--- src/rtl/uart_pkg.sv ---
// Shared types and defaults for the UART transmit arbiter.
// Holds the sequencer state encoding and default widths/timeouts.
package uart_pkg;

  localparam int DATA_W_DEF       = 8;
  localparam int BUSY_TIMEOUT_DEF = 64;

  typedef enum logic [1:0] {
    IDLE      = 2'd0,
    START     = 2'd1,
    WAIT_BUSY = 2'd2,
    WAIT_DONE = 2'd3
  } state_t;

endpackage

--- src/rtl/uart_tx_arbiter_rr_pick.sv ---
// Combinational round-robin selector: first set bit of req at or after ptr.
// Ports: req (request vector), ptr (start index), found, index (winner).
module rr_pick #(
  parameter int N  = 4,
  parameter int IW = 2
) (
  input  logic [N-1:0]  req,
  input  logic [IW-1:0] ptr,
  output logic          found,
  output logic [IW-1:0] index
);

  logic [2*N-1:0] dbl;
  logic [IW:0]    sum;

  always_comb begin
    found = 1'b0;
    index = '0;
    sum   = '0;
    // Rotate so bit 0 is the requester at ptr.
    dbl   = {req, req} >> ptr;
    for (int k = 0; k < N; k++) begin
      sum = {1'b0, ptr} + (IW+1)'(k);
      if (sum >= (IW+1)'(N))
        sum = sum - (IW+1)'(N);
      if (!found && dbl[k]) begin
        found = 1'b1;
        index = sum[IW-1:0];
      end
    end
  end

endmodule

--- src/rtl/uart_tx_arbiter.sv ---
// Round-robin arbiter/sequencer sharing one UART transmitter among NUM_REQ
// producers. Ports: clk, rst (sync, active high); req_valid/req_data/
// req_last/req_ready (per-requester handshake); trans_data, tran_start,
// tx_busy (transmitter side); grant_valid, grant_id, err_timeout (status).
module uart_tx_arbiter
  import uart_pkg::*;
#(
  parameter int NUM_REQ      = 4,
  parameter int DATA_W       = DATA_W_DEF,
  parameter int BUSY_TIMEOUT = BUSY_TIMEOUT_DEF,
  parameter int ID_W         = $clog2(NUM_REQ)
) (
  input  logic                      clk,
  input  logic                      rst,
  input  logic [NUM_REQ-1:0]        req_valid,
  input  logic [NUM_REQ*DATA_W-1:0] req_data,
  input  logic [NUM_REQ-1:0]        req_last,
  output logic [NUM_REQ-1:0]        req_ready,
  output logic [DATA_W-1:0]         trans_data,
  output logic                      tran_start,
  input  logic                      tx_busy,
  output logic                      grant_valid,
  output logic [ID_W-1:0]           grant_id,
  output logic                      err_timeout
);

  localparam int CNT_W = $clog2(BUSY_TIMEOUT + 1);
  localparam logic [CNT_W-1:0] CNT_MAX = CNT_W'(BUSY_TIMEOUT - 1);
  localparam logic [ID_W-1:0]  LAST_ID = ID_W'(NUM_REQ - 1);

  state_t            state, state_n;
  logic [ID_W-1:0]   rr_ptr, rr_ptr_n;
  logic [ID_W-1:0]   owner, owner_n;
  logic [ID_W-1:0]   owner_inc;
  logic [ID_W-1:0]   grant_id_n;
  logic [ID_W-1:0]   pick_idx, win;
  logic              pick_found, accept;
  logic              lock, lock_n;
  logic              grant_valid_n;
  logic [DATA_W-1:0] trans_data_n;
  logic [CNT_W-1:0]  cnt, cnt_n;

  rr_pick #(
    .N  (NUM_REQ),
    .IW (ID_W)
  ) u_pick (
    .req   (req_valid),
    .ptr   (rr_ptr),
    .found (pick_found),
    .index (pick_idx)
  );

  assign owner_inc = (owner == LAST_ID) ? '0 : owner + 1'b1;

  always_comb begin
    state_n       = state;
    rr_ptr_n      = rr_ptr;
    owner_n       = owner;
    lock_n        = lock;
    cnt_n         = cnt;
    trans_data_n  = trans_data;
    grant_id_n    = grant_id;
    grant_valid_n = grant_valid;
    req_ready     = '0;
    tran_start    = 1'b0;
    err_timeout   = 1'b0;
    win           = owner;
    accept        = 1'b0;

    unique case (state)
      IDLE: begin
        if (!tx_busy) begin
          // A held lock pins the grant to the packet owner.
          if (lock) begin
            win    = owner;
            accept = req_valid[owner];
          end else begin
            win    = pick_idx;
            accept = pick_found;
          end
          if (accept) begin
            req_ready[win] = 1'b1;
            trans_data_n   = req_data[win*DATA_W +: DATA_W];
            owner_n        = win;
            grant_id_n     = win;
            grant_valid_n  = 1'b1;
            lock_n         = ~req_last[win];
            state_n        = START;
          end
        end
      end
      START: begin
        tran_start = 1'b1;
        cnt_n      = '0;
        state_n    = WAIT_BUSY;
      end
      WAIT_BUSY: begin
        if (tx_busy) begin
          state_n = WAIT_DONE;
        end else if (cnt == CNT_MAX) begin
          // Transmitter never answered: drop the packet lock.
          err_timeout   = 1'b1;
          lock_n        = 1'b0;
          rr_ptr_n      = owner_inc;
          grant_valid_n = 1'b0;
          state_n       = IDLE;
        end else begin
          cnt_n = cnt + 1'b1;
        end
      end
      WAIT_DONE: begin
        if (!tx_busy) begin
          state_n = IDLE;
          if (!lock) begin
            rr_ptr_n      = owner_inc;
            grant_valid_n = 1'b0;
          end
        end
      end
      default: state_n = IDLE;
    endcase

    // No handshake or pulse may escape while reset is applied.
    if (rst) begin
      req_ready   = '0;
      tran_start  = 1'b0;
      err_timeout = 1'b0;
    end
  end

  always_ff @(posedge clk) begin
    if (rst) begin
      state       <= IDLE;
      rr_ptr      <= '0;
      owner       <= '0;
      lock        <= 1'b0;
      cnt         <= '0;
      trans_data  <= '0;
      grant_id    <= '0;
      grant_valid <= 1'b0;
    end else begin
      state       <= state_n;
      rr_ptr      <= rr_ptr_n;
      owner       <= owner_n;
      lock        <= lock_n;
      cnt         <= cnt_n;
      trans_data  <= trans_data_n;
      grant_id    <= grant_id_n;
      grant_valid <= grant_valid_n;
    end
  end

endmodule

--- config.mk ---
export PLATFORM = sky130hd
export DESIGN_NAME = uart_tx_arbiter
export DESIGN_NICKNAME = d
export VERILOG_FILES = /design/src/rtl/uart_pkg.sv /design/src/rtl/uart_tx_arbiter_rr_pick.sv /design/src/rtl/uart_tx_arbiter.sv
export SDC_FILE = /design/constraint.sdc
export NUM_CORES = 1
export LEC_CHECK = 0
export BUFFER_PORTS_ARGS = -buffer_cell sky130_fd_sc_hd__buf_2
export CORE_UTILIZATION = 45
export DETAILED_ROUTE_END_ITERATION = 8
export GPL_TIMING_DRIVEN = 0
export MAX_ROUTING_LAYER = met4
export PLACE_DENSITY = 0.76
export SLEW_MARGIN = 15
export SYNTH_ARGS = -nofsm -noshare
export SYNTH_HDL_FRONTEND = slang
export SYNTH_SLANG_ARGS = --single-unit
--- constraint.sdc ---
create_clock -name clk -period 2.28 [get_ports clk]
set_input_delay 0.456 -clock clk [delete_from_list [all_inputs] [get_ports clk]]
set_output_delay 0.456 -clock clk [all_outputs]
set_load 0.02 [all_outputs]
-- Word-level counts from Yosys, hierarchy flattened
Index checks and enable logic that the tools add are counted.
- add/subtract/negate cells: 9
- $lt $le $gt $ge: 7
- equality and inequality tests: 13
- shift-type cells: 2
- muxes and demuxes: 59
- bitwise operators: 2
- reduce and logical (&&, ||, !) cells: 18
- operators by type and width (cell ; number):
    $mux 2 ; 21
    $shiftx 32x6->8 ; 1
    $mux 1 ; 24
    $mux 4 ; 4
    $mux 7 ; 2
    $ne 2x2->1 const B ; 7
    $pmux 7 s2 ; 1
    $reduce_and 5->1 ; 2
    $ge 3x3->1 const B ; 3
    $pmux 2 s4 ; 1
    $shr 8x2->4 ; 1
    $sub 2x1->2 const B ; 4
    $add 7x1->7 const B ; 1
    $eq 7x6->1 const B ; 1
    $reduce_and 7->1 ; 1
    $add 2x2->3 const B ; 2
    $eq 2x2->1 const B ; 3
    $lt 2x3->1 const B ; 2
    $reduce_and 3->1 ; 2
    $reduce_bool 2->1 ; 3
    $bmux 1 s2 ; 2
    $logic_and 1x1->1 ; 4
    $pmux 2 s2 ; 1
    $reduce_and 4->1 ; 1
    13 further kinds ; 16
- register bits after elaboration: 23
- input port bits: 43
- output and inout bits: 17
- logic and storage cells: 117

-- Depth between registers and ports, before layout
Gate-level depths: netlist (run 1).
- depth in word-level cells: 22
- depth in mapped cells: 9

-- By module
From an unflattened synthesis (run 1), not the netlist that was laid out.
- cell total of the unflattened synthesis: 165
- area total of the unflattened synthesis: 1557.7 µm²
- by module, submodules not included (module ; instances ; cells an instance ; area each (µm²) ; sequential area each (µm²)):
    uart_tx_arbiter ; 1 ; 153 ; 1483.9 ; 460.4
    rr_pick ; 1 ; 12 ; 73.8 ; 0.0

-- Worst setup path before layout (run 1)
No wires, ideal clock.
- kind: input to output
- start: input port req_valid[1]
- end: output port req_ready[0]
- data arrival time: 2.032 ns
- path slack: -0.208 ns
- stages on the path: 8
- buffers on the path: 2
- cells stage by stage: clkbuf_2 > mux4_2 > nor2_2 > nor3b_4 > nand2_2 > or3_1 > buf_6 > nor2_1
- word-level cells in the longest chain between the ends: 22
- elaborated cells on any way between the ends: 32
- classes of those cells: order compare (2); shift (1); mux (22); reduce/logical (7)
- RTL lines (what ; RTL line ; RTL):
    from (decl) ; uart_tx_arbiter.sv:15 ; input logic [NUM_REQ-1:0] req_valid,
    $shr 8x2->4 ; uart_tx_arbiter_rr_pick.sv:21 ; dbl = {req, req} >> ptr;
    $mux 1 ; uart_tx_arbiter_rr_pick.sv:26 ; if (!found && dbl[k]) begin
    $logic_not 1->1 ; uart_tx_arbiter_rr_pick.sv:26 ;
    $logic_and 1x1->1 ; uart_tx_arbiter_rr_pick.sv:26 ;
    $mux 1 ; uart_tx_arbiter_rr_pick.sv:26 ;
    $logic_not 1->1 ; uart_tx_arbiter_rr_pick.sv:26 ;
    $logic_and 1x1->1 ; uart_tx_arbiter_rr_pick.sv:26 ;
    $mux 1 ; uart_tx_arbiter_rr_pick.sv:26 ;
    (+6 left out) ; n/a ;
    $lt 2x3->1 (not written as such) / $ge 2x1->1 (equally long branches) ; uart_tx_arbiter.sv:82 ; req_ready[win] = 1'b1;
    $logic_and 1x1->1 (not written as such) ; uart_tx_arbiter.sv:82 ;
    $mux 1 (not written as such) ; uart_tx_arbiter.sv:82 ;
    $demux 1 s2 ; uart_tx_arbiter.sv:82 ;
    $mux 4 (*) ; uart_tx_arbiter.sv:81 ; if (accept) begin
    $mux 4 (*) ; uart_tx_arbiter.sv:72 ; if (!tx_busy) begin
    $mux 4 (*) ; uart_tx_arbiter.sv:70 ; unique case (state)
    $mux 4 (*) ; uart_tx_arbiter.sv:124 ; if (rst) begin
    to (decl) ; uart_tx_arbiter.sv:18 ; output logic [NUM_REQ-1:0] req_ready,
Mark *: on every way between the ends. The rest lies on a longest branch, timed or not. The select of a mux whose other input is x is not followed.

-- Final worst setup path (run 1)
- start: register rr_ptr[1]
- end: output port req_ready[2]
- word-level cells in the longest chain between the ends: 22
- elaborated cells on any way between the ends: 45
- classes of those cells: add/sub (7); order compare (6); shift (1); mux (24); reduce/logical (7)
- RTL lines (what ; RTL line ; RTL):
    from (decl) ; uart_tx_arbiter.sv:32 ; logic [ID_W-1:0] rr_ptr, rr_ptr_n;
    from (signal assigned) ; uart_tx_arbiter.sv:143 ; rr_ptr <= rr_ptr_n;
    parallel branches: the longest is 18 deep, another holds $add 2x1->3 ; n/a ;
    $mux 4 (*) ; uart_tx_arbiter.sv:81 ;
    $mux 4 (*) ; uart_tx_arbiter.sv:72 ;
    $mux 4 (*) ; uart_tx_arbiter.sv:70 ;
    $mux 4 (*) ; uart_tx_arbiter.sv:124 ;
Every way passes the cells marked *. The select of a mux whose other input is x is not followed.

==> results.ini, run 1 <==
[global_routing]
antenna_found_initial=0
grt.total_usage=0.219
grt_pass1_wl_um=6990
grt.overflow.total=0
grt_pass1_vias=1584
grt_max_degree=14

[timing]
fin_crit_sh=1.08
slew_viol_final=0
setup_slack_ns=-0.184
relSlewSlack=0.522
finalHoldViolCount=0
worst_pin_slew_ns=0.716
rsz0062_at_grt=yes
fmax_mhz=406
setup_viol=4
setup-tns-final_ns=-0.674
finClkSkew_ns=0.00351
layout_min_cycle_time_ns=2.46

[route]
vias=1693
drc=0
vias_per_cell=5.32
detail_route.wl_per_cell_um=13.8
dr.pass1.iters=4
wirelength_um=4380
postRouteAntennaNets=0
drtIter0Drc=65

[clocking]
cts_tree=yes
clk_transition_reported_paths_ns=0.08
cts-root-buf=clkbuf_8
htreeDepth=1
cts_buffers=3
cts_hold_buf=0
insertion_delay_ns=0.27
cts_sinks=23
clock_path_buffers=2

[setup_path]
crit_path_max_fanout=8
critPathKind=flop to output pin
cp_data_required_time_ns=1.82
startpoint_type=flop
end_kind=output pin
cp.arrival_ns=2.01

[die]
die_y_um=64.1
initial_utilization=0.470
dieWidth_um=64.1
fp.dieArea_mm2=0.00411
top_level_ports=60
fp-row-count=22
core_mm2=0.00369

[layout]
nNetsFinal=321
fin_util=0.650
fin_area_mm2=0.00240
final_cell_mix=buf_2, mux2i_1, dfxtp_1, buf_4, nor2_1
nFillCells=336
multiInputGateArea_mm2=0.00126
antenna_cells=0
drive_gt1_frac=0.430
mostFrequentLayoutCell=buf_2
seqCellArea_um2=465
area_growth_pct=38.2

[logic_synthesis]
synthFlopType=dfxtp_1
synthArstFlopShare=0
ys_ff_latch=23
yosys-top-cells-area=dfxtp_1, mux2i_1, ha_1, nor2_1, a2bb2oi_1
ys_types=59
syn-cell-area_mm2=0.00174
syn_area_per_cell_um2=8.95
synth_fp_nets=244
yosys.area.top_type_share=0.265
yosysSeqAreaShare=0.265
postSynthCellCount=194
synth-edff-count=0
synth_top_area_cell=dfxtp_1
ys_warn_count=0

[placement]
dp_hpwl_um=2970
place_congestion=0.837
io_buffers=56
dpl_cell_area_mm2=0.00210

[flow_run]
drv_cap=0

[outcome]
status=finished with violations
violations=setup timing

[pwr]
p_leak_nw=1.05
ir_drop_v=0.000390
p_total_mw=1.94
powerDensity_mw_per_mm2=811

[hold_path]
hp-class=input port to flop

==> synth_stat cells (3+ instances only) <==
library cell and n:
a2bb2oi_1 7, a21oi_1 7, dfxtp_1 23, nor2_1 17, xor2_1 4, or2_1 4
o22ai_1 3, nor3_1 3, buf_2 4, nand2b_1 3, a22oi_1 3, buf_6 3
nand2_1 11, mux2i_1 23, inv_1 5, clkbuf_1 3, ha_1 7, o21ai_1 9
nor2b_1 4
==> power breakdown <==
group	internal, mW	switching, mW
Sequential	0.486	0.0636
Combinational	0.534	0.604
Clock	0.122	0.135
==> through the flow <==
stage                     cells  setup WS, ns  hold slack [ns]
final                       318        -0.184            0.448
after global routing        318        -0.252            0.476
after CTS                   316        -0.251            0.449
after detailed placement    298        -0.361            0.466
after global placement      298        -0.353            0.451
after floorplan             194       -0.0327            0.451
==> routing by layer <==
| metal | share of wire | global-route usage | vias up |
|---|---|---|---|
| li1 | - | - | 868 |
| met3 | 0.056 | 0.0357 | 6 |
| met5 | 0 | - | - |
| met1 | 0.46 | 0.273 | 767 |
| met4 | 0.0096 | 0.0472 | 0 |
| met2 | 0.47 | 0.371 | 52 |
==> worst max-delay path, cell delays in order (launching register included) <==
cell,delay (ns)
dfxtp_2,0.37
buf_6,0.14
mux4_2,0.53
nor2_4,0.13
o31ai_4,0.10
nand4b_1,0.24
nor2_1,0.07
buf_4,0.16
==> cell type report <==
cell class	count	share of cell area
inverter	7	0.0110
buffer	10	0.0376
clock inverter	1	0.00209
sequential	23	0.194
clock buffer	3	0.0172
timing repair buffer	74	0.186
multi-input combinational	152	0.527
tap	48	0.0250
==> final timing paths <==
kind	slack [ns]	start	cells after the start	end
setup / recovery	-0.18	rr_ptr[1]	7	req_ready[2]
hold / removal	0.45	req_data[3]	3	trans_data[3]
setup reg to reg	0.05	rr_ptr[1]	10	trans_data[5]
hold reg to reg	0.48	cnt[6]	1	cnt[6]
==> registers in the layout, indices dropped and copies added (netlist names) <==
name and flops:
cnt 7, grant_valid 1, lock 1, owner 2, rr_ptr 2, state 2, trans_data 8
==> timing repair <==
item,CTS,global route
cloned,0,1
gates resized for setup,15,19
pin swaps,11,12
endpoints found under the setup margin,4,11
setup buffers,14,4
==> cells by family (layout without fill, tap and decap cells) <==
family / after synthesis / count (layout) / share of synthesized area
AOI/OAI and AO/OA: 49 / 49 / 0.214
adders and majority gates: 7 / 7 / 0.0505
xor gates and xnor gates: 4 / 4 / 0.0202
and+or+nand+nor: 66 / 66 / 0.225
DFF: 23 / 23 / 0.265
muxes: 26 / 26 / 0.165
buffers and inverters: 19 / 95 / 0.0598
No activity file was read; power rests on OpenSTA's default activity.
==> inputs of run 2 (changes only) <==
Settings changed: CORE_UTILIZATION 45 to 50, CTS_CLUSTER_SIZE from default to 28, PLACE_DENSITY 0.76 to 0.8.
Clock period 2.28 ns to 2.7 ns, I/O delays scaled along.
==> run 2 against run 1 <==
The run now ends clean. Setup slack better by 0.21 ns. Wire length down 6.7%. Non-clock buffer count down 6. Sequential share of layout area up 1.5 points. Flip-flop and latch count unchanged. Power down 21%. Global-route usage up 1.1 points. Register-to-register slack better by 0.46 ns. Via count up 1.1%. Combinational power down 20%. Critical path type unchanged. Largest cell class unchanged.
==> results.ini, run 2 (synthesized netlist as in run 1, its figures left out) <==
[route]
drc=0
postRouteAntennaNets=0
drtIter0Drc=68
wirelength_um=4090
detail_route.wl_per_cell_um=13.2
vias_per_cell=5.52
vias=1711
dr.pass1.iters=4

[layout]
final_cell_mix=buf_2, mux2i_1, dfxtp_1, nor2_1, buf_4
biggestRegsByFlops=trans_data (8), cnt (7)
largest_reg_flops=8
drive_gt1_frac=0.379
fin_area_mm2=0.00223
nNetsFinal=315
largest-register=trans_data
mostFrequentLayoutCell=buf_2
finalNonFillerCells=310
nFillCells=294
area_growth_pct=28.8
antenna_cells=0

[global_routing]
grtUsageMet3=0.0256
grt_use_met2=0.410
grt.total_usage=0.230
grt_max_degree=14
grtUsageMet1=0.276
grt.overflow.total=0
grt_pass1_wl_um=6240
busiest_layer=met2
grt_pass1_vias=1461
antenna_found_initial=0

[die]
initial_utilization=0.520
fp-row-count=21
dieWidth_um=60.9
fp.dieArea_mm2=0.00371
core_mm2=0.00334
die_y_um=60.9
top_level_ports=60

[setup_path]
slowest_stage=or3_4
cp.arrival_ns=2.14
max_stage_delay_ns=0.45
critPathKind=flop to output pin
cp_data_required_time_ns=2.16
worstPathCellList=mux4_2, nor2_2, nor3b_4, nand2_2, or3_4, nor2_1, buf_4
end_kind=output pin
crit_path_max_fanout=8
startpoint_type=flop

[placement]
io_buffers=56
place_congestion=0.753
dp_cells=296
dpl_cell_area_mm2=0.00207
dp_hpwl_um=2990

[timing]
finClkSkew_ns=0.00375
fin_crit_sh=0.991
slew_viol_final=0
worst_pin_slew_ns=0.639
rsz0062_at_grt=yes
fmax_mhz=374
setup_viol=0
layout_min_cycle_time_ns=2.68
finalHoldViolCount=0
relSlewSlack=0.574

[pwr]
powerDensity_mw_per_mm2=684
ir_drop_v=0.000373
p_leak_nw=0.994

[clocking]
clock_path_buffers=2
cts_buffers=3
cts_tree=yes
cts-root-buf=clkbuf_4
htreeDepth=1
insertion_delay_ns=0.31
cts_sinks=23
clk_transition_reported_paths_ns=0.12

[flow_run]
drv_cap=0

[outcome]
status=complete, no violations

[hold_path]
hp-class=flop to flop

==> run 2: metal layers <==
layer / share of wire / vias up
met4: 0.0069 / 0
met3: 0.046 / 5
li1: - / 854
met1: 0.44 / 794
met2: 0.51 / 58
met5: 0 / -
==> run 2: timing repair <==
item                                    in CTS  in global routing
buffers inserted                             3                  8
endpoints found under the setup margin       4                  4
pin swaps                                    2                  7
endpoints found under the hold margin        0                  0
hold buffers                                 0                  0
gates resized for setup                      9                  9
==> run 2: worst paths after layout <==
kind | from | to | slack [ns] | cells past startpoint
worst min register to register | cnt[6] | cnt[6] | 0.48 | 1
worst min-delay path | cnt[6] | cnt[6] | 0.48 | 1
worst max register to register | owner[0] | trans_data[7] | 0.51 | 7
worst max-delay path | owner[0] | req_ready[1] | 0.02 | 7
==> run 2: critical path: cells and delay by family, from the launching register on <==
family / cells / cell delay (ns)
buf+inv: 1 / 0.15
flops: 1 / 0.39
mux: 1 / 0.35
simple gates: 5 / 0.95
==> run 2: through the flow <==
stage | hold slack, ns | total power [mW] | setup TNS (ns) | util | setup slack (ns)
detailed placement | 0.461 | 1.27 | -0.389 | 0.621 | -0.115
global route | 0.487 | 1.64 | -0.133 | 0.670 | -0.0693
finish | 0.482 | 1.53 | 0 | 0.670 | 0.0237
floorplan | 0.451 | 1.08 | 0 | - | 0.0440
global placement | 0.451 | 1.25 | -0.365 | 0.621 | -0.0974
CTS | 0.481 | 1.47 | -0.0445 | 0.646 | -0.0278
==> run 2: final cells by class <==
class                           instances  area, um2  share of cell area
Sequential cell                        23        468               0.209
Buffer                                 11       81.3              0.0364
Inverter                                7       26.3              0.0118
Clock buffer                            3       22.5              0.0101
Tap cell                               46       57.6              0.0258
Timing Repair Buffer                   67        368               0.165
Clock inverter                          1       5.00             0.00224
Multi-Input combinational cell        152       1210               0.540
==> run 2: power by group <==
part	switching, mW	internal [mW]
Clock	0.102	0.0553
Combinational	0.486	0.426
Sequential	0.0499	0.409
==> inputs of run 3 (changes only) <==
==> constraint.sdc (replaced) <==
create_clock -name clk -period 2.7 [get_ports clk]
set_input_delay 0.27 -clock clk [delete_from_list [all_inputs] [get_ports clk]]
set_output_delay 0.27 -clock clk [all_outputs]
set_load 0.02 [all_outputs]
==> run 3 against run 2 <==
Sequential power about the same. Die area unchanged. Worst hold slack got worse by 0.27 ns. Via count decreased by 4.8%. Clock-buffer cell count unchanged. Flip-flop and latch count unchanged. Power decreased by 6.5%. Wire length decreased by 5.7%. Critical path type unchanged.
==> results.ini, run 3 (synthesized netlist as in run 1, its figures left out) <==
[clocking]
cts-root-buf=clkbuf_4
cts_hold_buf=0
htreeDepth=1
clk_transition_reported_paths_ns=0.12
insertion_delay_ns=0.31
cts_sinks=23
clock_path_buffers=2
cts_buffers=3
cts_tree=yes
cts_post_setup_buffers_inserted=0

[global_routing]
grtUsageMet1=0.271
grt_pass1_wl_um=6100
grt_use_met2=0.399
grt_pass1_vias=1442
grt_max_degree=14
busiest_layer=met2
grt.overflow.total=0
grtUsageMet3=0.0256
antenna_found_initial=0
grt.total_usage=0.225

[placement]
dp_hpwl_um=2990
dpl_cell_area_mm2=0.00207
io_buffers=56
place_congestion=0.753

[outcome]
status=complete, no violations

[die]
core_mm2=0.00334
top_level_ports=60
initial_utilization=0.520
fp-row-count=21
dieWidth_um=60.9
fp.dieArea_mm2=0.00371
die_y_um=60.9

[layout]
fin_util=0.630
area_growth_pct=21.2
largest-register=trans_data
drive_gt1_frac=0.339
nNetsFinal=305
nFillCells=314
antenna_cells=0
mostFrequentLayoutCell=buf_2
biggestRegsByFlops=trans_data (8), cnt (7)
largest_reg_flops=8
fin_area_mm2=0.00210
final_cell_mix=buf_2, mux2i_1, dfxtp_1, nor2_1, nand2_1

[route]
dr.pass1.iters=4
vias=1629
wirelength_um=3850
postRouteAntennaNets=0
drtIter0Drc=48
vias_per_cell=5.43
drc=0
detail_route.wl_per_cell_um=12.8

[timing]
worst_pin_slew_ns=0.616
setup-tns-final_ns=0
finalHoldViolCount=0
finClkSkew_ns=0.00308
setup_viol=0
fin_crit_sh=0.944
slew_viol_final=0
relSlewSlack=0.589
rsz0062_at_grt=no
fmax_mhz=392
layout_min_cycle_time_ns=2.55

[hold_path]
hp-class=input port to flop

[setup_path]
end_kind=output pin
crit_path_max_fanout=10
cp_data_required_time_ns=2.43
cp.arrival_ns=2.28
critPathKind=flop to output pin
startpoint_type=flop

[pwr]
ir_drop_v=0.000394
powerDensity_mw_per_mm2=680
p_leak_nw=0.938

[flow_run]
drv_cap=0

[run 3: changes by cell type in the layout (fill, tap and decap cells not counted), sizes merged]
cell / previous run / this run
buf: 74 / 64
[run 3: layout make-up]
class,count,area (um2),area share
Sequential cell,23,460,0.219
Timing Repair Buffer,56,280,0.133
Buffer,12,77.6,0.0369
Inverter,7,26.3,0.0125
Multi-Input combinational cell,152,1170,0.558
Clock inverter,1,5.00,0.00238
Clock buffer,3,22.5,0.0107
Tap cell,46,57.6,0.0274
[run 3: worst max-delay path, stage by stage (launching register included)]
cell and delay (ns):
dfxtp_1 0.39, mux4_2 0.38, nor2_2 0.06, nor3b_4 0.24, nand2_2 0.13, or3_1 0.39
buf_6 0.15, nor2_1 0.07, buf_2 0.16
[run 3: what timing repair did]
item | 4_1_cts | 5_1_grt
endpoints found under the hold margin | 0 | 0
resized for setup | 0 | 1
endpoints found under the setup margin | 0 | 1
[run 3: layer usage]
metal | wire length (um) | up-vias
met5 | 0 | -
met4 | 23 | 0
met3 | 151 | 4
met2 | 1920 | 48
met1 | 1760 | 744
li1 | - | 833
[run 3: report_power, final]
group          internal (mW)  leakage (nW)  switching, mW  total, mW
Combinational          0.354         0.733          0.458      0.812
Sequential             0.409         0.187         0.0498      0.458
Clock                 0.0553        0.0177          0.104      0.160
Total                  0.817         0.938          0.612       1.43
[run 3: per-stage QoR]
stage,std cells,hold slack (ns),worst slack [ns],power [mW]
floorplan,194,0.374,0.481,1.08
global placement,296,0.451,0.443,1.25
detailed placement,296,0.461,0.425,1.27
CTS,300,0.211,0.120,1.43
global route,300,0.217,0.0194,1.54
finish,300,0.214,0.151,1.43
[run 3: path summary, 6_finish.rpt]
path / from / slack [ns] / to / depth (start not counted)
worst max-delay path: owner[0] / 0.15 / req_ready[1] / 8
worst min-delay path: req_data[1] / 0.21 / trans_data[1] / 3
worst max register to register: rr_ptr[1] / 0.56 / trans_data[2] / 7
worst min register to register: cnt[6] / 0.48 / cnt[6] / 1
